### src/rtl/hsid_fifo_reader.sv
// hsid_fifo_reader: drains word_count words from hsid_fifo into a 2-entry valid/ready output buffer
module hsid_fifo_reader #(
  parameter int WORD_WIDTH = 8,
  parameter int COUNT_WIDTH = 10
) (
  input  logic                   clk,
  input  logic                   rst_n,
  input  logic                   clear,
  input  logic                   start,
  input  logic [COUNT_WIDTH-1:0] word_count,
  output logic                   busy,
  output logic                   done,
  input  logic                   fifo_empty,
  output logic                   fifo_rd_en,
  input  logic [WORD_WIDTH-1:0]  fifo_data,
  output logic                   m_valid,
  output logic [WORD_WIDTH-1:0]  m_data,
  output logic                   m_last,
  input  logic                   m_ready
);
  typedef enum logic [1:0] {IDLE, READ, FINISH} state_t;
  state_t state;
  logic [COUNT_WIDTH-1:0] rem_rd, rem_out;
  logic [1:0] occ;
  logic inflight, pop, push, shift, head_wr, tail_wr, in_last, tail_last;
  logic [WORD_WIDTH-1:0] tail_data;
  always_comb begin
    m_valid = occ != 2'd0;
    pop = m_valid && m_ready;
    push = inflight;
    fifo_rd_en = rst_n && !clear && state == READ && !fifo_empty && rem_rd != '0 &&
                 ({1'b0, occ} + {2'b0, inflight} - {2'b0, pop}) < 3'd2;
    shift = occ == 2'd2 && pop;
    head_wr = push && (occ == 2'd0 || (occ == 2'd1 && pop));
    tail_wr = push && ((occ == 2'd1 && !pop) || shift);
    in_last = rem_out == COUNT_WIDTH'(1);
    busy = state != IDLE;
    done = state == FINISH;
  end
  always_ff @(posedge clk) begin
    if (!rst_n || clear) begin
      state <= IDLE;
      rem_rd <= '0;
      rem_out <= '0;
      occ <= 2'd0;
      inflight <= 1'b0;
      m_data <= '0;
      m_last <= 1'b0;
      tail_data <= '0;
      tail_last <= 1'b0;
    end else begin
      state <= state == IDLE ? (start ? (word_count == '0 ? FINISH : READ) : IDLE) :
               state == READ ? (pop && m_last ? FINISH : READ) : IDLE;
      inflight <= fifo_rd_en;
      occ <= occ + 2'(push) - 2'(pop);
      if (state == IDLE && start) begin
        rem_rd <= word_count;
        rem_out <= word_count;
      end else begin
        if (fifo_rd_en) rem_rd <= rem_rd - COUNT_WIDTH'(1);
        if (push) rem_out <= rem_out - COUNT_WIDTH'(1);
      end
      if (head_wr) begin
        m_data <= fifo_data;
        m_last <= in_last;
      end else if (shift) begin
        m_data <= tail_data;
        m_last <= tail_last;
      end else if (pop) m_last <= 1'b0;
      if (tail_wr) begin
        tail_data <= fifo_data;
        tail_last <= in_last;
      end
    end
  end
endmodule

### config.mk
export PLATFORM = sky130hd
export DESIGN_NAME = hsid_fifo_reader
export DESIGN_NICKNAME = d
export VERILOG_FILES = /design/src/rtl/hsid_fifo_reader.sv
export SDC_FILE = /design/constraint.sdc
export NUM_CORES = 1
export LEC_CHECK = 0
export BUFFER_PORTS_ARGS = -buffer_cell sky130_fd_sc_hd__buf_2
export CORE_MARGIN = 3
export CORE_UTILIZATION = 25
export CTS_CLUSTER_SIZE = 10
export DETAILED_ROUTE_END_ITERATION = 7
export GPL_ROUTABILITY_DRIVEN = 0
export PLACE_DENSITY = 0.43
export SETUP_SLACK_MARGIN = 0.05
export SYNTH_ARGS = -nofsm -noshare
export SYNTH_HDL_FRONTEND = slang
export SYNTH_SLANG_ARGS = --single-unit
### constraint.sdc
create_clock -name clk -period 3.55 [get_ports clk]
set_input_delay 0.1775 -clock clk [delete_from_list [all_inputs] [get_ports clk]]
set_output_delay 0.1775 -clock clk [all_outputs]
set_load 0.03 [all_outputs]
==> results_dict.tcl, run 1 <==
set metrics [dict create \
    maxSlewViolCount 0 \
    worstMarginPinSlew_ps 836 \
    ys_async_sr_fraction 0 \
    grt.total_usage 0.130 \
    min_period_over_period 0.922 \
    required_ps 3370 \
    hold_crit_path_type "input pin to flip-flop" \
    antenna-diode-count 0 \
    routed_via_density 5.03 \
    drv.max_cap_violation_count 0 \
    cts_made_buffers 5 \
    post_cts_setup_repair_buffer_count 0 \
    total_switching_power_w 0.000276 \
    power_density_relative_to_cell_area_mw_per_mm2 389 \
    combinationalPowerShare 0.110 \
    power.switching_fraction 0.270 \
    post_synthesis_sequential_element_count 43 \
    final_nets 328 \
    worstPathMaxFanout 7 \
    filler_cell_count 937 \
    maximum_number_of_pins_on_one_net_before_global_route_repair 29 \
    critical_path_arrival_ps 3100 \
    status "finished, final reports clean" \
    grt-ovfl-total 0 \
    die_width_microns 99.7 \
    period_minus_slack_ps 3270 \
    wire_length_of_the_first_global_routing_pass_microns 10200 \
    ant_nets 0 \
    vias 2032 \
    detailedPlacementHpwl_microns 4360 \
    timing.final.hold_violations 0 \
    final_area_sq_mm 0.00263 \
    synth.largest_area_cell "dfxtp_1" \
    pre_cts_slack_ps 296 \
    core_sq_mm 0.00838 \
    critical_path.endpoint_type "primary output" \
    antenna_found_initial 0 \
    clock_tree.buffer_depth 2 \
    leakage_nw 1.04 \
    routed_wirelength_microns 6130 \
    fmaxAchievable_mhz 305 \
    finalWorstSetupSlack_ps 276 \
    initial_utilization 0.262 \
    clkLatencyLatePin_ps 310 \
    die_area_sq_mm 0.00995 \
    post_synth_num_cell_types 48 \
    yosysTopAreaCellShare 0.392 \
    port-buffer-count 36 \
    drive_above_1_share 0.194 \
    setup-violations-final 0 \
    peak_vdd_ir_v 0.000150 \
    synth_enable_flop_cells 0 \
    avgSynthCellArea_sq_um 8.39 \
    post-place-cells 396 \
    synth_nets 292 \
    placedInstanceArea_sq_mm 0.00250 \
    io-pin-count 37 \
    postCtsResizedCells 0 \
    clock_tree.root_cell "clkbuf_8" \
    synth_cells 262 \
    seq_power_share 0.491 \
    p_clk_frac 0.399 \
    tritoncts_clock_tree "yes" \
    initialDrtViolationCount 90 \
    final-instance-count-excl-fill 404 \
    timing.setup.critical_path_class "flip-flop to primary output" \
    timing.critical_path.from_type "flip-flop" \
    cts_hold_repair.buffers 0 \
    synth_top_flop_cell "dfxtp_1" \
    setup_total_negative_slack_ps 0 \
    htree_num_levels 2 \
    detailedRoute.firstPassIterationCount 4 \
    rsz_0062_raised_after_global_routing "false" \
    ys_top_cells_by_area "dfxtp_1, mux2i_1, nor2_1" \
    wl_per_cell_microns 15.2 \
    remaining_drc_errors 0 \
    cts_sinks 43 \
    synth.cell_area_sq_mm 0.00220 \
    floorplan.die.height_microns 99.7 \
    syn_to_final_growth_pct 19.6 \
    ys.warnings.count 0 \
    power_report.internal_total_w 0.000747 \
    synth-seq-area-share 0.392 \
    via_count_of_the_first_global_routing_pass 1968 \
    fin_skew_ps 7.14 \
    relSlewSlack 0.443 \
    clk_pin_slew_worst_paths_ps 90 \
    row_count 33 \
]
## per-stage QoR
step	util	hold slack [ps]	power (W)
global placement	0.299	430	0.000626
CTS	0.313	101	0.00104
finish	0.313	116	0.00102
global route	0.313	103	0.00108
floorplan	-	314	0.000581
detailed placement	0.299	436	0.000625
## layer usage
layer,vias to the layer above,share of wire,global-route usage
met5,-,0,0
met4,0,0.029,0.0662
met3,13,0.029,0.0231
met2,39,0.44,0.188
met1,945,0.50,0.182
li1,1035,-,-
## logic make-up after synthesis
logic type | share of synthesized area
fa+ha+maj | 0.0376
flops | 0.392
compound gates | 0.183
simple gates | 0.272
buf+inv | 0.0382
xor+xnor | 0.0319
mux | 0.0456
## worst max-delay path: stages (launching register included)
cell and delay, ps:
dfxtp_2 390, nor2_1 90, or3_1 350, nand2_1 80, ha_1 150, fa_1 440
or4b_4 520, or3_4 390, nor2_1 160, buf_2 220
## Yosys cell counts (2+ instances only)
cell	count
a22oi_1	8
o21ai_0	5
nor2_1	25
nor3_1	8
nor3b_1	4
nand2b_1	4
inv_1	9
nor4_1	5
dfxtp_1	43
buf_1	2
and2_1	3
a21oi_1	15
xnor2_1	3
or4_1	2
nand4_1	3
nand3_1	12
or3b_2	2
nor2b_1	5
and3_1	3
or3_1	5
a32oi_1	3
nand4b_1	2
ha_1	5
a31oi_1	10
a211oi_1	4
mux2i_1	10
o211ai_1	6
xor2_1	5
clkbuf_1	10
nand2_1	23
## sequential cells by signal (all words and copies together), names as in the netlist
| register | flops |
|---|---|
| rem_out | 10 |
| rem_rd | 10 |
| m_data | 8 |
| tail_data | 8 |
| occ | 2 |
| state | 2 |
| inflight | 1 |
| m_last | 1 |
| tail_last | 1 |
## final cells by class
| class | count | area [sq um] | share of cell area |
|---|---|---|---|
| multi-input cells | 197 | 1260 | 0.479 |
| flip-flops and latches | 43 | 863 | 0.329 |
| repair buffers | 42 | 225 | 0.0857 |
| well taps | 105 | 131 | 0.0500 |
| clock buffers | 5 | 68.8 | 0.0262 |
| clock inverters | 3 | 47.5 | 0.0181 |
| inverters | 9 | 33.8 | 0.0129 |
## path summary, 6_finish.rpt
kind | from | end | slack, ps | cells after the start
min | fifo_data[6] | tail_data[6]$_SDFFE_PP0P_ | 120 | 3
max reg2reg | occ[1]$_SDFF_PP0_ | rem_rd[4]$_SDFFE_PP0P_ | 420 | 9
min reg2reg | m_data[7]$_SDFFE_PP0P_ | m_data[7]$_SDFFE_PP0P_ | 460 | 2
max | occ[1]$_SDFF_PP0_ | fifo_rd_en | 280 | 9
## layout by cell type (no fill, tap or decap), types with 4 or more instances in the layout
master / n
inv_1: 9
a211oi_1: 4
or3_1: 4
nor3_1: 8
o21ai_0: 4
nor2_1: 25
nor4_1: 5
clkbuf_8: 5
nand3_1: 12
nand2b_1: 4
o211ai_1: 6
buf_4: 6
nand2_1: 23
xor2_1: 5
dfxtp_1: 41
buf_2: 36
a21oi_1: 15
nor3b_1: 4
mux2i_1: 10
a22oi_1: 8
ha_1: 5
nor2b_1: 5
a31oi_1: 10
## power by group through the flow
stage	sequential [W]	combinational (W)	clock, W
after global routing	0.000504	0.000128	0.000450
after floorplan	0.000511	0.0000701	0
after detailed placement	0.000513	0.000112	0
after global placement	0.000513	0.000113	0
after CTS	0.000502	0.000113	0.000424
final	0.000502	0.000112	0.000408
No activity file was read; power rests on OpenSTA's default activity.
==> run 2, diff against run 1 <==
==> constraint.sdc (replaced) <==
create_clock -name clk -period 3.55 [get_ports clk]
set_input_delay 0.71 -clock clk [delete_from_list [all_inputs] [get_ports clk]]
set_output_delay 0.71 -clock clk [all_outputs]
set_load 0.03 [all_outputs]
==> results_dict.tcl, run 2 (synthesized netlist as in run 1, its figures left out) <==
set metrics [dict create \
    status "finished, violations left" \
    failing_checks "setup timing" \
    initial_utilization 0.262 \
    period_minus_slack_ps 3670 \
    finalWorstSetupSlack_ps -124 \
    wire_length_of_the_first_global_routing_pass_microns 9960 \
    syn_to_final_growth_pct 23.1 \
    timing.final.hold_violations 0 \
    filler_cell_count 898 \
    setup_total_negative_slack_ps -124 \
    final_common_cell "dfxtp_1" \
    final_nets 336 \
    peak_vdd_ir_v 0.000139 \
    worstPathMaxFanout 2 \
    hold_crit_path_type "flip-flop to flip-flop" \
    critical_path_arrival_ps 2960 \
    antenna_found_initial 0 \
    post-place-cells 404 \
    clock_tree.buffer_depth 2 \
    cts_made_buffers 5 \
    top_library_cells_by_usage_in_the_layout_fill_and_taps_aside "dfxtp_1, buf_2, nor2_1" \
    grt-ovfl-total 0 \
    setup-violations-final 1 \
    leakage_nw 1.09 \
    multi_input_logic_area_sq_mm 0.00127 \
    initialDrtViolationCount 103 \
    tritoncts_clock_tree "yes" \
    critical_path.endpoint_type "primary output" \
    maximum_number_of_pins_on_one_net_before_global_route_repair 29 \
    via_count_of_the_first_global_routing_pass 1978 \
    area.sequential_sq_um 861 \
    final-instance-count-excl-fill 412 \
    timing.setup.critical_path_class "input pin to primary output" \
    worstMarginPinSlew_ps 835 \
    relSlewSlack 0.443 \
    rsz_0062_raised_after_global_routing "true" \
    routed_via_density 4.91 \
    min_period_over_period 1.03 \
    port-buffer-count 36 \
    fin_skew_ps 13.0 \
    die_width_microns 99.7 \
    ant_nets 0 \
    core_sq_mm 0.00838 \
    row_count 33 \
    clkLatencyLatePin_ps 300 \
    r2r.worst_path.cells 12 \
    wl_per_cell_microns 14.6 \
    floorplan.die.height_microns 99.7 \
    htree_num_levels 2 \
    cts_sinks 43 \
    detailedRoute.firstPassIterationCount 4 \
    vias 2024 \
    detailedPlacementHpwl_microns 4280 \
    remaining_drc_errors 0 \
    drv.max_cap_violation_count 0 \
    timing.hold.worst_path_depth 2 \
    clock_tree.root_cell "clkbuf_8" \
    p_total_w 0.00103 \
    clk_pin_slew_worst_paths_ps 80 \
    grt.total_usage 0.125 \
    power_density_relative_to_cell_area_mw_per_mm2 379 \
    maxSlewViolCount 0 \
    cts_hold_repair.buffers 0 \
    fmaxAchievable_mhz 272 \
    required_ps 2840 \
    biggestRegsByFlops "rem_out x10, rem_rd x10" \
    routed_wirelength_microns 6010 \
    timing.critical_path.from_type "input pin" \
    die_area_sq_mm 0.00995 \
    antenna-diode-count 0 \
    io-pin-count 37 \
    drive_above_1_share 0.215 \
]
-- run 2: per-layer routing --
layer | GRT usage | routed length, microns | vias to the layer above
li1 | - | - | 1044
met1 | 0.173 | 2990 | 935
met2 | 0.199 | 2750 | 41
met3 | 0.0210 | 213 | 4
met4 | 0.0347 | 55 | 0
met5 | 0 | 0 | -
-- run 2: where the power goes --
part / total, W / internal [W] / switching, W / leakage [nW]
sequential: 0.000502 / 0.000492 / 0.00000980 / 0.348
clock: 0.000407 / 0.000228 / 0.000179 / 0.0612
combinational: 0.000117 / 0.0000438 / 0.0000728 / 0.678
total: 0.00103 / 0.000764 / 0.000262 / 1.09
-- run 2: final timing paths --
path / startpoint / to / slack, ps
setup / recovery: m_ready / fifo_rd_en / -120
hold / removal: m_data[4]$_SDFFE_PP0P_ / m_data[4]$_SDFFE_PP0P_ / 450
setup reg to reg: occ[1]$_SDFF_PP0_ / rem_rd[9]$_SDFFE_PP0P_ / 360
hold reg to reg: m_data[4]$_SDFFE_PP0P_ / m_data[4]$_SDFFE_PP0P_ / 450
-- run 2: timing repair --
item                                    in CTS  in global routing
endpoints found under the setup margin       1                  1
gates resized for setup                      3                  0
setup buffers                                0                  0
-- run 2: metrics by stage --
step | setup WS (ps) | util | hold WS (ps) | area (sq um)
4_1_cts | -134 | 0.323 | 455 | 2710
3_5_place_dp | -214 | 0.307 | 443 | 2580
3_3_place_gp | -200 | 0.307 | 444 | 2580
6_report | -124 | 0.323 | 452 | 2710
5_1_grt | -220 | 0.323 | 477 | 2710
2_1_floorplan | -76.7 | - | 464 | 2210
-- run 2: layout make-up --
type | count | area share
multi-input combinational | 197 | 0.469
clock buffer | 6 | 0.0305
sequential | 43 | 0.318
tap | 105 | 0.0486
clock inverter | 2 | 0.0130
inverter | 9 | 0.0125
timing repair buffer | 50 | 0.108
-- run 2: critical path, cell delays in order --
cell	delay, ps
buf_2	90
inv_1	50
or3_4	380
nand2_1	70
ha_1	150
fa_1	420
or4b_4	500
or3_4	360
nor2_4	100
buf_6	140
